## src/rtl/jpeg_zzrle.sv

```systemverilog
// Zigzag scan and run-length coder for one 8x8 block of quantized coefficients.
// Define JPEG_ZZRLE_DC_PRED_EN to code DC differentially against the previous block.
module jpeg_zzrle (
    input  logic        clk_i,
    input  logic        rst_i,
    input  logic        start_i,
    input  logic        dc_clr_i,
    output logic [4:0]  rd_addr_o,
    input  logic [31:0] rd_data_i,
    output logic        sym_valid_o,
    input  logic        sym_ready_i,
    output logic [3:0]  sym_run_o,
    output logic [3:0]  sym_size_o,
    output logic [11:0] sym_amp_o,
    output logic        sym_dc_o,
    output logic        busy_o,
    output logic        done_o
);

    typedef enum logic [2:0] {IDLE, FETCH, EVAL, EMIT, DONE} state_t;

    localparam logic [5:0] ZZ [0:63] = '{
        6'd0,  6'd1,  6'd8,  6'd16, 6'd9,  6'd2,  6'd3,  6'd10,
        6'd17, 6'd24, 6'd32, 6'd25, 6'd18, 6'd11, 6'd4,  6'd5,
        6'd12, 6'd19, 6'd26, 6'd33, 6'd40, 6'd48, 6'd41, 6'd34,
        6'd27, 6'd20, 6'd13, 6'd6,  6'd7,  6'd14, 6'd21, 6'd28,
        6'd35, 6'd42, 6'd49, 6'd56, 6'd57, 6'd50, 6'd43, 6'd36,
        6'd29, 6'd22, 6'd15, 6'd23, 6'd30, 6'd37, 6'd44, 6'd51,
        6'd58, 6'd59, 6'd52, 6'd45, 6'd38, 6'd31, 6'd39, 6'd46,
        6'd53, 6'd60, 6'd61, 6'd54, 6'd47, 6'd55, 6'd62, 6'd63
    };

    // Returns {size, amp} for a signed value.
    function automatic logic [15:0] enc(input logic signed [12:0] x);
        logic [12:0] mag;
        logic [12:0] m1;
        logic [11:0] mask;
        logic [3:0]  sz;
        mag = x[12] ? 13'(-x) : 13'(x);
        sz  = 4'd0;
        for (int b = 0; b < 12; b++)
            if (mag[b]) sz = 4'(b + 1);
        mask = 12'((13'd1 << sz) - 13'd1);
        m1   = x[12] ? 13'(x - 13'sd1) : 13'(x);
        return {sz, m1[11:0] & mask};
    endfunction

    state_t             state, state_n;
    logic [5:0]         idx;
    logic [5:0]         run;
    logic signed [12:0] v_q;
    logic               zrl_q;
    logic               end_q;

    logic [5:0]         nat;
    logic signed [15:0] raw;
    logic signed [11:0] coef;
    logic signed [12:0] v;
    logic [15:0]        e_new;
    logic [15:0]        e_q;
    logic               xfer;

    assign nat  = ZZ[idx];
    assign raw  = nat[0] ? rd_data_i[15:0] : rd_data_i[31:16];
    assign xfer = (state == EMIT) && sym_ready_i;

    always_comb begin
        if (raw > 16'sd2047)
            coef = 12'sd2047;
        else if (raw < -16'sd2047)
            coef = -12'sd2047;
        else
            coef = raw[11:0];
    end

`ifdef JPEG_ZZRLE_DC_PRED_EN
    logic signed [11:0] pred;

    always_comb begin
        if (idx == 6'd0)
            v = {coef[11], coef} - {pred[11], pred};
        else
            v = {coef[11], coef};
    end

    always_ff @(posedge clk_i or posedge rst_i) begin
        if (rst_i)
            pred <= '0;
        else if (state == IDLE && dc_clr_i)
            pred <= '0;
        else if (state == EVAL && idx == 6'd0)
            pred <= coef;
    end
`else
    logic unused_dc_clr;

    assign unused_dc_clr = dc_clr_i;
    assign v = {coef[11], coef};
`endif

    assign e_new = enc(v);
    assign e_q   = enc(v_q);

    always_ff @(posedge clk_i or posedge rst_i) begin
        if (rst_i)
            state <= IDLE;
        else
            state <= state_n;
    end

    always_comb begin
        state_n = state;
        case (state)
            IDLE:  if (start_i) state_n = FETCH;
            FETCH: state_n = EVAL;
            EVAL: begin
                if (idx != 6'd0 && coef == 12'sd0 && idx != 6'd63)
                    state_n = FETCH;
                else
                    state_n = EMIT;
            end
            EMIT: begin
                if (sym_ready_i) begin
                    if (zrl_q)
                        state_n = EMIT;
                    else if (end_q)
                        state_n = DONE;
                    else
                        state_n = FETCH;
                end
            end
            DONE:    state_n = IDLE;
            default: state_n = IDLE;
        endcase
    end

    always_comb begin
        sym_valid_o = 1'b0;
        busy_o      = 1'b1;
        done_o      = 1'b0;
        rd_addr_o   = 5'd0;
        case (state)
            IDLE:    busy_o = 1'b0;
            FETCH:   rd_addr_o = nat[5:1];
            EMIT:    sym_valid_o = 1'b1;
            DONE:    done_o = 1'b1;
            default: ;
        endcase
    end

    // Payload only moves on entry to EMIT or on a transfer, so it holds under backpressure.
    always_ff @(posedge clk_i or posedge rst_i) begin
        if (rst_i) begin
            idx        <= '0;
            run        <= '0;
            v_q        <= '0;
            zrl_q      <= 1'b0;
            end_q      <= 1'b0;
            sym_run_o  <= '0;
            sym_size_o <= '0;
            sym_amp_o  <= '0;
            sym_dc_o   <= 1'b0;
        end else begin
            case (state)
                IDLE: begin
                    if (start_i) begin
                        idx   <= '0;
                        run   <= '0;
                        zrl_q <= 1'b0;
                        end_q <= 1'b0;
                    end
                end
                EVAL: begin
                    if (idx == 6'd0) begin
                        sym_run_o  <= 4'd0;
                        sym_size_o <= e_new[15:12];
                        sym_amp_o  <= e_new[11:0];
                        sym_dc_o   <= 1'b1;
                    end else if (coef == 12'sd0) begin
                        run <= run + 6'd1;
                        if (idx == 6'd63) begin
                            sym_run_o  <= 4'd0;
                            sym_size_o <= 4'd0;
                            sym_amp_o  <= 12'd0;
                            sym_dc_o   <= 1'b0;
                            end_q      <= 1'b1;
                        end else begin
                            idx <= idx + 6'd1;
                        end
                    end else begin
                        v_q      <= v;
                        end_q    <= (idx == 6'd63);
                        sym_dc_o <= 1'b0;
                        if (run >= 6'd16) begin
                            sym_run_o  <= 4'd15;
                            sym_size_o <= 4'd0;
                            sym_amp_o  <= 12'd0;
                            run        <= run - 6'd16;
                            zrl_q      <= 1'b1;
                        end else begin
                            sym_run_o  <= run[3:0];
                            sym_size_o <= e_new[15:12];
                            sym_amp_o  <= e_new[11:0];
                            run        <= '0;
                        end
                    end
                end
                EMIT: begin
                    if (xfer) begin
                        if (zrl_q) begin
                            sym_dc_o <= 1'b0;
                            if (run >= 6'd16) begin
                                sym_run_o  <= 4'd15;
                                sym_size_o <= 4'd0;
                                sym_amp_o  <= 12'd0;
                                run        <= run - 6'd16;
                            end else begin
                                sym_run_o  <= run[3:0];
                                sym_size_o <= e_q[15:12];
                                sym_amp_o  <= e_q[11:0];
                                run        <= '0;
                                zrl_q      <= 1'b0;
                            end
                        end else if (!end_q) begin
                            idx <= idx + 6'd1;
                        end
                    end
                end
                default: ;
            endcase
        end
    end

endmodule
```

## config.mk

```make
export PLATFORM = sky130hd
export DESIGN_NAME = jpeg_zzrle
export DESIGN_NICKNAME = d
export VERILOG_FILES = /design/src/rtl/jpeg_zzrle.sv
export SDC_FILE = /design/constraint.sdc
export NUM_CORES = 1
export LEC_CHECK = 0
export ABC_AREA = 0
export CAP_MARGIN = 10
export CORE_AREA = 2 2 115 117
export CTS_CLUSTER_SIZE = 8
export DETAILED_ROUTE_END_ITERATION = 12
export DIE_AREA = 0 0 117 119
export PLACE_DENSITY_LB_ADDON = 0.05
export SLEW_MARGIN = 20
export SYNTH_ARGS = -nofsm -noshare
export SYNTH_HDL_FRONTEND = slang
export SYNTH_SLANG_ARGS = --single-unit
```

## constraint.sdc

```tcl
create_clock -name clk_i -period 14.9 [get_ports clk_i]
set_input_delay 2.235 -clock clk_i [delete_from_list [all_inputs] [get_ports clk_i]]
set_output_delay 2.235 -clock clk_i [all_outputs]
set_load 0.05 [all_outputs]
```

==> results.py, run 1 <==
metrics = {
    "setup_path": {
        "worst_ep_arrival_time_ns": 8.96,
        "cp-end-kind": "flop",
        "cp_slowest_cell": "o21ai_0",
        "crit_required_ns": 15.09,
        "crit_type": "in2reg",
        "cp_max_fo": 13,
        "cpPeakStageDelay_ns": 0.88,
        "cp-start-kind": "primary input",
        "cp_cell_sequence": "clkdlybuf4s50_1 > nand4_1 > o21ai_0 > mux2_2 > nand3_1 > nor2_1 > ha_1 > inv_1 > o22ai_1 > nor2b_1 > mux2_2 > nand4b_1 > o211ai_1 > a211oi_1 > nand2b_1 > or2_1 > ha_1 > or3_1 > o21ai_0 > a31oi_1 > o31ai_1",
    },
    "drt": {
        "drc": 0,
        "top_layer": "met4",
        "wl_met1_mm": 9.97,
        "ant_nets": 0,
        "firstDrtPassIters": 5,
        "avgViaCountPerCell": 6.60,
        "wl_per_cell_um": 19.6,
        "wl_met2_mm": 10.1,
        "drtIter0Drc": 945,
        "route.met3.wl_mm": 1.57,
        "wl_mm": 22.3,
        "vias": 7510,
    },
    "final_layout": {
        "antenna_cells": 0,
        "fillers": 1243,
        "drive_gt1_frac": 0.0873,
        "area_growth_pct": 11.4,
        "multi_input_comb_area_um2": 5180,
        "nets": 1020,
        "fin_area_um2": 7610,
        "regArea_um2": 1250,
    },
    "placement": {
        "dp_hpwl_mm": 16.7,
        "placed_area_um2": 7460,
        "io_buffers": 64,
        "gp_congestion": 1.00,
        "post-place-ws_ns": 6.10,
    },
    "timing": {
        "maxSlewViolCount": 0,
        "slew_headroom": 0.369,
        "period_share": 0.588,
        "rsz0062_at_grt": "no",
        "skew_ns": 0.00616,
        "period_needed_ns": 8.77,
        "max_freq_ghz": 0.114,
        "holdWs_ns": 0.482,
        "fin_ws_ns": 6.13,
        "setup_viol": 0,
        "hold_viol": 0,
        "tightest_slew_ns": 0.947,
        "setup-tns-final_ns": 0,
    },
    "yosys": {
        "yosys-top-cells-area": "dfrtp_1 18%, nor2_1 6.4%, nand2_1 6.2%, o21ai_0 4.8%, ha_1 4.0%",
        "syn_inst": 941,
        "yosysMostFrequentCell": "nor2_1",
        "synth_ff_type": "dfrtp_1",
        "ys_top_cells_by_count": "117 x nor2_1, 112 x nand2_1, 66 x o21ai_0, 51 x a21oi_1, 50 x dfrtp_1",
        "synth_nets": 1000,
        "yosys.area.top_type": "dfrtp_1",
        "synth.avg_cell_area_um2": 7.26,
        "yosysSeqAreaShare": 0.183,
        "netlist_area_um2": 6830,
        "synth_seq_cells": 50,
        "yosysWarnings": 0,
        "synth_top_area_share": 0.183,
        "synthArstFlopShare": 1.00,
        "synth_cell_types": 96,
        "synth_edf_count": 0,
    },
    "global_route": {
        "antenna_found_initial": 0,
        "grt_max_degree": 51,
        "grt_pass1_wl_mm": 36.2,
        "grt_pass1_vias": 6999,
        "grtUsageTotal": 0.323,
        "grt.overflow.total": 0,
    },
    "cts": {
        "ctsHoldBuffers": 0,
        "ctsResizeCount": 0,
        "cts-root-buf": "clkbuf_16",
        "clk_pin_slew_ns": 0.07,
        "cts_max_level": 2,
        "clock_latency_ns": 0.30,
        "cts_setup_buffers": 0,
        "cts_max_path_buffers": 2,
        "tritoncts": "built",
        "cts.sinks": 50,
        "cts_buffers": 5,
    },
    "floorplanning": {
        "die_w_um": 117,
        "die_h_um": 119,
        "die_area_um2": 13900,
        "num_rows": 42,
        "coreArea_um2": 12900,
        "io_pins": 66,
        "start_util": 0.531,
    },
    "min_path": {
        "min_path_type": "reg2reg",
    },
    "outcome": {
        "status": "completed",
    },
    "power": {
        "p_leak_nw": 2.87,
        "p_per_area_nw_per_um2": 200,
        "ir_drop_mv": 0.162,
    },
    "job": {
        "drv_cap": 0,
    },
}
flip-flops by register name, indices dropped and copies added (netlist names):
signal / flops
v_q: 12
state: 3
sym_run_o: 4
idx: 6
run: 6
zrl_q: 1
sym_dc_o: 1
sym_size_o: 4
sym_amp_o: 12
end_q: 1
critical path, delay by kind of cell:
| family | cells | cell delay (ns) |
|---|---|---|
| AO/OA/AOI/OAI | 7 | 2.12 |
| adder cells (fa/ha/maj) | 2 | 0.91 |
| buffers and inverters | 2 | 1.08 |
| multiplexers | 2 | 0.61 |
| AND/OR/NAND/NOR | 8 | 1.98 |
final cells by class:
class | count | area share
clock buffer | 5 | 0.0164
clock inverter | 3 | 0.00378
inverter | 29 | 0.0145
multi-input combinational | 803 | 0.680
sequential | 50 | 0.164
tap | 176 | 0.0289
timing repair buffer | 72 | 0.0920
layout by cell type, fill, tap and decap left out, types with 22 or more instances in the layout:
master           synthesis  routed
a21oi_1                 51      51
inv_1                   29      28
nor2_1                 117     117
mux2i_1                 25      25
clkdlybuf4s50_1          0      64
ha_1                    22      22
a31oi_1                 26      26
dfrtp_1                 50      50
nand3_1                 41      41
nand2_1                112     112
o21ai_0                 66      66
nor3_1                  27      27
power breakdown:
group | switching (mW) | internal [mW]
logic | 0.721 | 0.415
registers | 0.0866 | 0.181
clock network | 0.0551 | 0.0641
through the flow:
step	cells	total power [mW]	util
2_1_floorplan	941	1.09	-
3_3_place_gp	1130	1.36	0.579
3_5_place_dp	1130	1.38	0.579
4_1_cts	1138	1.50	0.591
5_1_grt	1138	1.64	0.591
6_report	1138	1.52	0.591
metal layers:
metal,track usage,vias up
met5,0,-
met2,0.504,327
met4,0.104,0
met3,0.0361,51
met1,0.463,3584
li1,-,3548
final timing paths:
| path | start | endpoint | slack, ns | cells after the start |
|---|---|---|---|---|
| worst max register to register | idx[0]$_DFFE_PP0P_ | sym_amp_o[10]$_DFFE_PP0P_ | 7.34 | 24 |
| worst max-delay path | rd_data_i[11] | sym_amp_o[10]$_DFFE_PP0P_ | 6.13 | 21 |
| max in group asynchronous | rst_i | v_q[9]$_DFFE_PP0P_ | 11.97 | 2 |
| worst min register to register | sym_run_o[0]$_DFFE_PP0P_ | sym_run_o[0]$_DFFE_PP0P_ | 0.48 | 2 |
| worst min-delay path | sym_run_o[0]$_DFFE_PP0P_ | sym_run_o[0]$_DFFE_PP0P_ | 0.48 | 2 |
| min in group asynchronous | rst_i | run[2]$_DFFE_PP0P_ | 2.42 | 2 |
cell families (layout without fill, tap and decap cells):
family / after synthesis / after routing / share of synthesized area
multiplexers: 52 / 52 / 0.0879
adder cells (fa/ha/maj): 22 / 22 / 0.0403
buffers and inverters: 88 / 109 / 0.0590
XOR/XNOR: 24 / 24 / 0.0308
AO/OA/AOI/OAI: 290 / 290 / 0.302
AND/OR/NAND/NOR: 415 / 415 / 0.297
flip-flops: 50 / 50 / 0.183
Note: power is estimated with default switching activity, not from simulation.
==> run 2, diff against run 1 <==
- clock period: 14.9 -> 9.15 ns (I/O delays scaled with it)
==> run 2 against run 1 <==
Flip-flop and latch count is the same. Global-route usage fell by 0.25 points. Sequential share of layout area hardly changed. Largest cell class unchanged. Sequential power is 63% higher. Final cell count barely moved. First-iteration DRC count decreased by 7.2%. Combinational power up 63%. Non-clock buffer count up 1. Highest routed layer unchanged. Critical path depth did not move. Register-to-register slack worse by 5.6 ns.
==> results.py, run 2 (synthesis results as in run 1) <==
metrics = {
    "timing": {
        "fin_ws_ns": 1.36,
        "tightest_slew_ns": 0.986,
        "period_needed_ns": 7.79,
        "rsz0062_at_grt": "no",
        "max_freq_ghz": 0.128,
        "slew_headroom": 0.340,
        "setup_viol": 0,
        "skew_ns": 0.00713,
        "setup-tns-final_ns": 0,
        "maxSlewViolCount": 0,
        "period_share": 0.852,
        "hold_viol": 0,
    },
    "setup_path": {
        "crit_type": "in2reg",
        "cp-end-kind": "flop",
        "cp_max_fo": 13,
        "cp-start-kind": "primary input",
        "rrSetupSlack_ns": 1.73,
        "crit_required_ns": 9.35,
        "worst_ep_arrival_time_ns": 8.00,
    },
    "drt": {
        "ant_nets": 0,
        "drtIter0Drc": 877,
        "firstDrtPassIters": 6,
        "wl_per_cell_um": 19.6,
        "drc": 0,
        "avgViaCountPerCell": 6.58,
        "vias": 7500,
        "wl_mm": 22.3,
    },
    "final_layout": {
        "nets": 1021,
        "top_regs": "sym_amp_o (12), v_q (12)",
        "drive_gt1_frac": 0.0883,
        "layout_commonest_cell": "nor2_1",
        "antenna_cells": 0,
        "final_cell_mix": "117 x nor2_1, 112 x nand2_1, 66 x o21ai_0, 64 x clkdlybuf4s50_1, 51 x a21oi_1",
        "fillers": 1254,
        "area_growth_pct": 11.6,
    },
    "floorplanning": {
        "die_h_um": 119,
        "die_area_um2": 13900,
        "start_util": 0.531,
        "die_w_um": 117,
        "num_rows": 42,
        "io_pins": 66,
        "coreArea_um2": 12900,
    },
    "cts": {
        "cts_max_path_buffers": 2,
        "cts_buffers": 5,
        "cts_setup_buffers": 0,
        "ctsResizeCount": 0,
        "cts.sinks": 50,
        "clk_pin_slew_ns": 0.07,
        "cts_max_level": 2,
        "clock_latency_ns": 0.30,
        "cts-root-buf": "clkbuf_16",
        "tritoncts": "built",
        "ctsHoldBuffers": 0,
    },
    "power": {
        "p_leak_nw": 2.88,
        "ir_drop_mv": 0.130,
        "p_per_area_nw_per_um2": 326,
    },
    "global_route": {
        "grt.overflow.total": 0,
        "grt_pass1_vias": 6749,
        "antenna_found_initial": 0,
        "grtUsageTotal": 0.320,
        "grt_pass1_wl_mm": 35.6,
        "grt_max_degree": 51,
    },
    "placement": {
        "post-place-ws_ns": 1.32,
        "gp_congestion": 1.02,
        "dp_hpwl_mm": 17.0,
        "io_buffers": 64,
    },
    "min_path": {
        "min_path_type": "reg2reg",
    },
    "outcome": {
        "status": "completed",
    },
    "job": {
        "drv_cap": 0,
    },
}
## run 2: changes by cell type in the layout (fill, tap and decap cells not counted), sizes merged
cell	before	now
buf	8	9
## run 2: power breakdown
group | switching (mW) | internal (mW) | total [mW]
clock | 0.0887 | 0.104 | 0.193
sequential | 0.139 | 0.295 | 0.434
combinational | 1.19 | 0.673 | 1.86
total | 1.41 | 1.07 | 2.49
## run 2: layer usage
layer  up-vias  GRT usage  share of wire
met3        42     0.0392          0.076
li1       3549          -              -
met4         0      0.101          0.028
met2       384      0.496           0.45
met5         -          0              0
met1      3525      0.462           0.44
## run 2: area by class of cell
class	instances	area [um2]	area share
Clock buffer	5	125	0.0164
Clock inverter	3	28.8	0.00378
Inverter	29	110	0.0144
Multi-Input combinational cell	803	5180	0.679
Sequential cell	50	1250	0.164
Tap cell	176	220	0.0289
Timing Repair Buffer	73	708	0.0929
## run 2: critical path, cell delays in order
cell	delay [ns]
clkdlybuf4s50_1	0.61
nand4_1	0.48
o21ai_0	0.85
mux2_2	0.42
nand3_1	0.14
nor2_1	0.15
ha_1	0.62
inv_1	0.51
o22ai_1	0.25
nor2b_1	0.15
mux2_2	0.18
nand4b_1	0.20
o211ai_1	0.23
a211oi_1	0.32
nand2b_1	0.15
or2_1	0.23
ha_1	0.30
or3_1	0.40
o21ai_0	0.11
a31oi_1	0.09
o31ai_1	0.22
## run 2: final timing paths
kind / start / endpoint / cells past startpoint
min reg2reg: sym_amp_o[9]$_DFFE_PP0P_ / sym_amp_o[9]$_DFFE_PP0P_ / 2
max reg2reg: idx[0]$_DFFE_PP0P_ / sym_amp_o[10]$_DFFE_PP0P_ / 23
max in group asynchronous: rst_i / v_q[2]$_DFFE_PP0P_ / 2
max: rd_data_i[11] / sym_amp_o[10]$_DFFE_PP0P_ / 21
min: sym_amp_o[9]$_DFFE_PP0P_ / sym_amp_o[9]$_DFFE_PP0P_ / 2
min in group asynchronous: rst_i / run[2]$_DFFE_PP0P_ / 2
## run 2: per-stage QoR
stage,hold slack [ns],power [mW],std cells,area [um2],util
2_1_floorplan,0.479,1.77,941,6830,-
3_3_place_gp,0.462,2.22,1131,7460,0.580
3_5_place_dp,0.471,2.25,1131,7460,0.580
4_1_cts,0.487,2.46,1139,7620,0.592
5_1_grt,0.519,2.66,1139,7620,0.592
6_report,0.479,2.49,1139,7620,0.592
==> run 3, diff against run 2 <==
- CORE_AREA: 2 2 115 117 -> 3 3 116 118
- DIE_AREA: 0 0 117 119 -> 0 0 119 121
==> run 3 against run 2 <==
Maximum frequency rose by 1.9%. Via count rose by 1.8%. Power rose by 0.54%. Register-to-register slack improved by 0.13 ns. Clock power barely moved. Critical path depth rose by 1. Critical path type unchanged. Largest power group unchanged.
==> results.py, run 3 (synthesis results as in run 1) <==
metrics = {
    "setup_path": {
        "cp_max_fo": 13,
        "crit_required_ns": 9.34,
        "cp-start-kind": "primary input",
        "cp-end-kind": "flop",
        "worst_ep_arrival_time_ns": 7.84,
        "crit_type": "in2reg",
    },
    "timing": {
        "setup-tns-final_ns": 0,
        "period_share": 0.836,
        "skew_ns": 0.00824,
        "hold_viol": 0,
        "slew_headroom": 0.326,
        "rsz0062_at_grt": "no",
        "tightest_slew_ns": 1.00,
        "period_needed_ns": 7.65,
        "max_freq_ghz": 0.131,
        "fin_ws_ns": 1.50,
        "holdWs_ns": 0.482,
        "maxSlewViolCount": 0,
        "setup_viol": 0,
    },
    "cts": {
        "clk_pin_slew_ns": 0.08,
        "tritoncts": "built",
        "ctsHoldBuffers": 0,
        "cts_max_level": 2,
        "cts_buffers": 5,
        "cts-root-buf": "clkbuf_16",
        "cts_setup_buffers": 0,
        "cts.sinks": 50,
        "ctsResizeCount": 0,
        "clock_latency_ns": 0.29,
        "cts_max_path_buffers": 2,
    },
    "global_route": {
        "grt.overflow.total": 0,
        "met2_usage": 0.491,
        "grt_use_met1": 0.419,
        "grtUsageTotal": 0.307,
        "grt.busiest_layer": "met2",
        "grt_max_degree": 51,
        "antenna_found_initial": 0,
        "grtUsageMet3": 0.0410,
        "grt_pass1_wl_mm": 36.3,
        "grt_pass1_vias": 6873,
    },
    "floorplanning": {
        "io_pins": 66,
        "die_h_um": 121,
        "start_util": 0.543,
        "num_rows": 41,
        "die_w_um": 119,
        "coreArea_um2": 12600,
        "die_area_um2": 14400,
    },
    "final_layout": {
        "layout_commonest_cell": "nor2_1",
        "nets": 1021,
        "fin_area_um2": 7610,
        "final_cell_mix": "117 x nor2_1, 112 x nand2_1, 66 x o21ai_0, 64 x clkdlybuf4s50_1, 51 x a21oi_1",
        "top_regs": "sym_amp_o (12), v_q (12)",
        "regArea_um2": 1250,
        "area_growth_pct": 11.5,
        "drive_gt1_frac": 0.0883,
        "fillers": 1226,
        "multi_input_comb_area_um2": 5180,
        "antenna_cells": 0,
    },
    "drt": {
        "ant_nets": 0,
        "drc": 0,
        "drtIter0Drc": 1091,
        "firstDrtPassIters": 6,
        "vias": 7637,
        "avgViaCountPerCell": 6.73,
        "wl_mm": 22.9,
        "wl_per_cell_um": 20.1,
    },
    "placement": {
        "gp_congestion": 1.05,
        "io_buffers": 64,
        "post-place-ws_ns": 1.48,
        "dp_hpwl_mm": 17.0,
        "placed_area_um2": 7450,
    },
    "job": {
        "drv_cap": 0,
    },
    "power": {
        "p_leak_nw": 2.88,
        "p_per_area_nw_per_um2": 328,
        "p_total_mw": 2.50,
        "ir_drop_mv": 0.247,
    },
    "min_path": {
        "min_path_type": "reg2reg",
    },
    "outcome": {
        "status": "completed",
    },
}
## run 3: cell counts in the layout (fill, tap and decap cells not counted)
No cell type changed its count.
## run 3: worst max-delay path: stages
cell	delay, ns
clkdlybuf4s50_1	0.65
nor3_1	0.45
nand2_1	0.19
o21ai_1	0.34
nand2_1	0.15
mux2_2	0.39
a21oi_1	0.27
ha_1	0.63
inv_1	0.47
o22ai_1	0.28
nor2b_1	0.15
mux2_2	0.19
nand4b_1	0.22
o211ai_1	0.24
a211oi_1	0.34
nand2b_1	0.15
or2_1	0.23
ha_1	0.30
or3_1	0.39
o21ai_0	0.08
a31oi_1	0.09
o31ai_1	0.25
## run 3: metal layers
layer / vias up / share of wire
met5: - / 0
li1: 3555 / -
met1: 3559 / 0.42
met4: 0 / 0.037
met2: 449 / 0.45
met3: 74 / 0.084
## run 3: power by group
group / leakage (nW) / switching [mW] / internal [mW] / total [mW]
clock network: 0.0759 / 0.0895 / 0.104 / 0.194
logic: 2.17 / 1.19 / 0.678 / 1.87
registers: 0.633 / 0.141 / 0.294 / 0.436
total: 2.88 / 1.42 / 1.08 / 2.50
## run 3: worst paths after layout
check / from / end / slack [ns] / depth (start not counted)
setup / recovery: rd_data_i[22] / sym_amp_o[10]$_DFFE_PP0P_ / 1.50 / 22
hold / removal: sym_amp_o[9]$_DFFE_PP0P_ / sym_amp_o[9]$_DFFE_PP0P_ / 0.48 / 2
setup reg to reg: idx[0]$_DFFE_PP0P_ / sym_amp_o[10]$_DFFE_PP0P_ / 1.86 / 23
hold reg to reg: sym_amp_o[9]$_DFFE_PP0P_ / sym_amp_o[9]$_DFFE_PP0P_ / 0.48 / 2
max in group asynchronous: rst_i / v_q[1]$_DFFE_PP0P_ / 7.09 / 2
min in group asynchronous: rst_i / sym_run_o[0]$_DFFE_PP0P_ / 1.54 / 2
## run 3: final cells by class
type / instances / area share
Sequential cell: 50 / 0.164
Inverter: 29 / 0.0145
Multi-Input combinational cell: 803 / 0.680
Clock buffer: 5 / 0.0164
Clock inverter: 3 / 0.00378
Timing Repair Buffer: 73 / 0.0930
Tap cell: 172 / 0.0283
## run 3: metrics by stage
| step | cells | utilization |
|---|---|---|
| floorplan | 941 | - |
| global placement | 1126 | 0.593 |
| detailed placement | 1126 | 0.593 |
| CTS | 1134 | 0.605 |
| global route | 1135 | 0.606 |
| finish | 1135 | 0.606 |
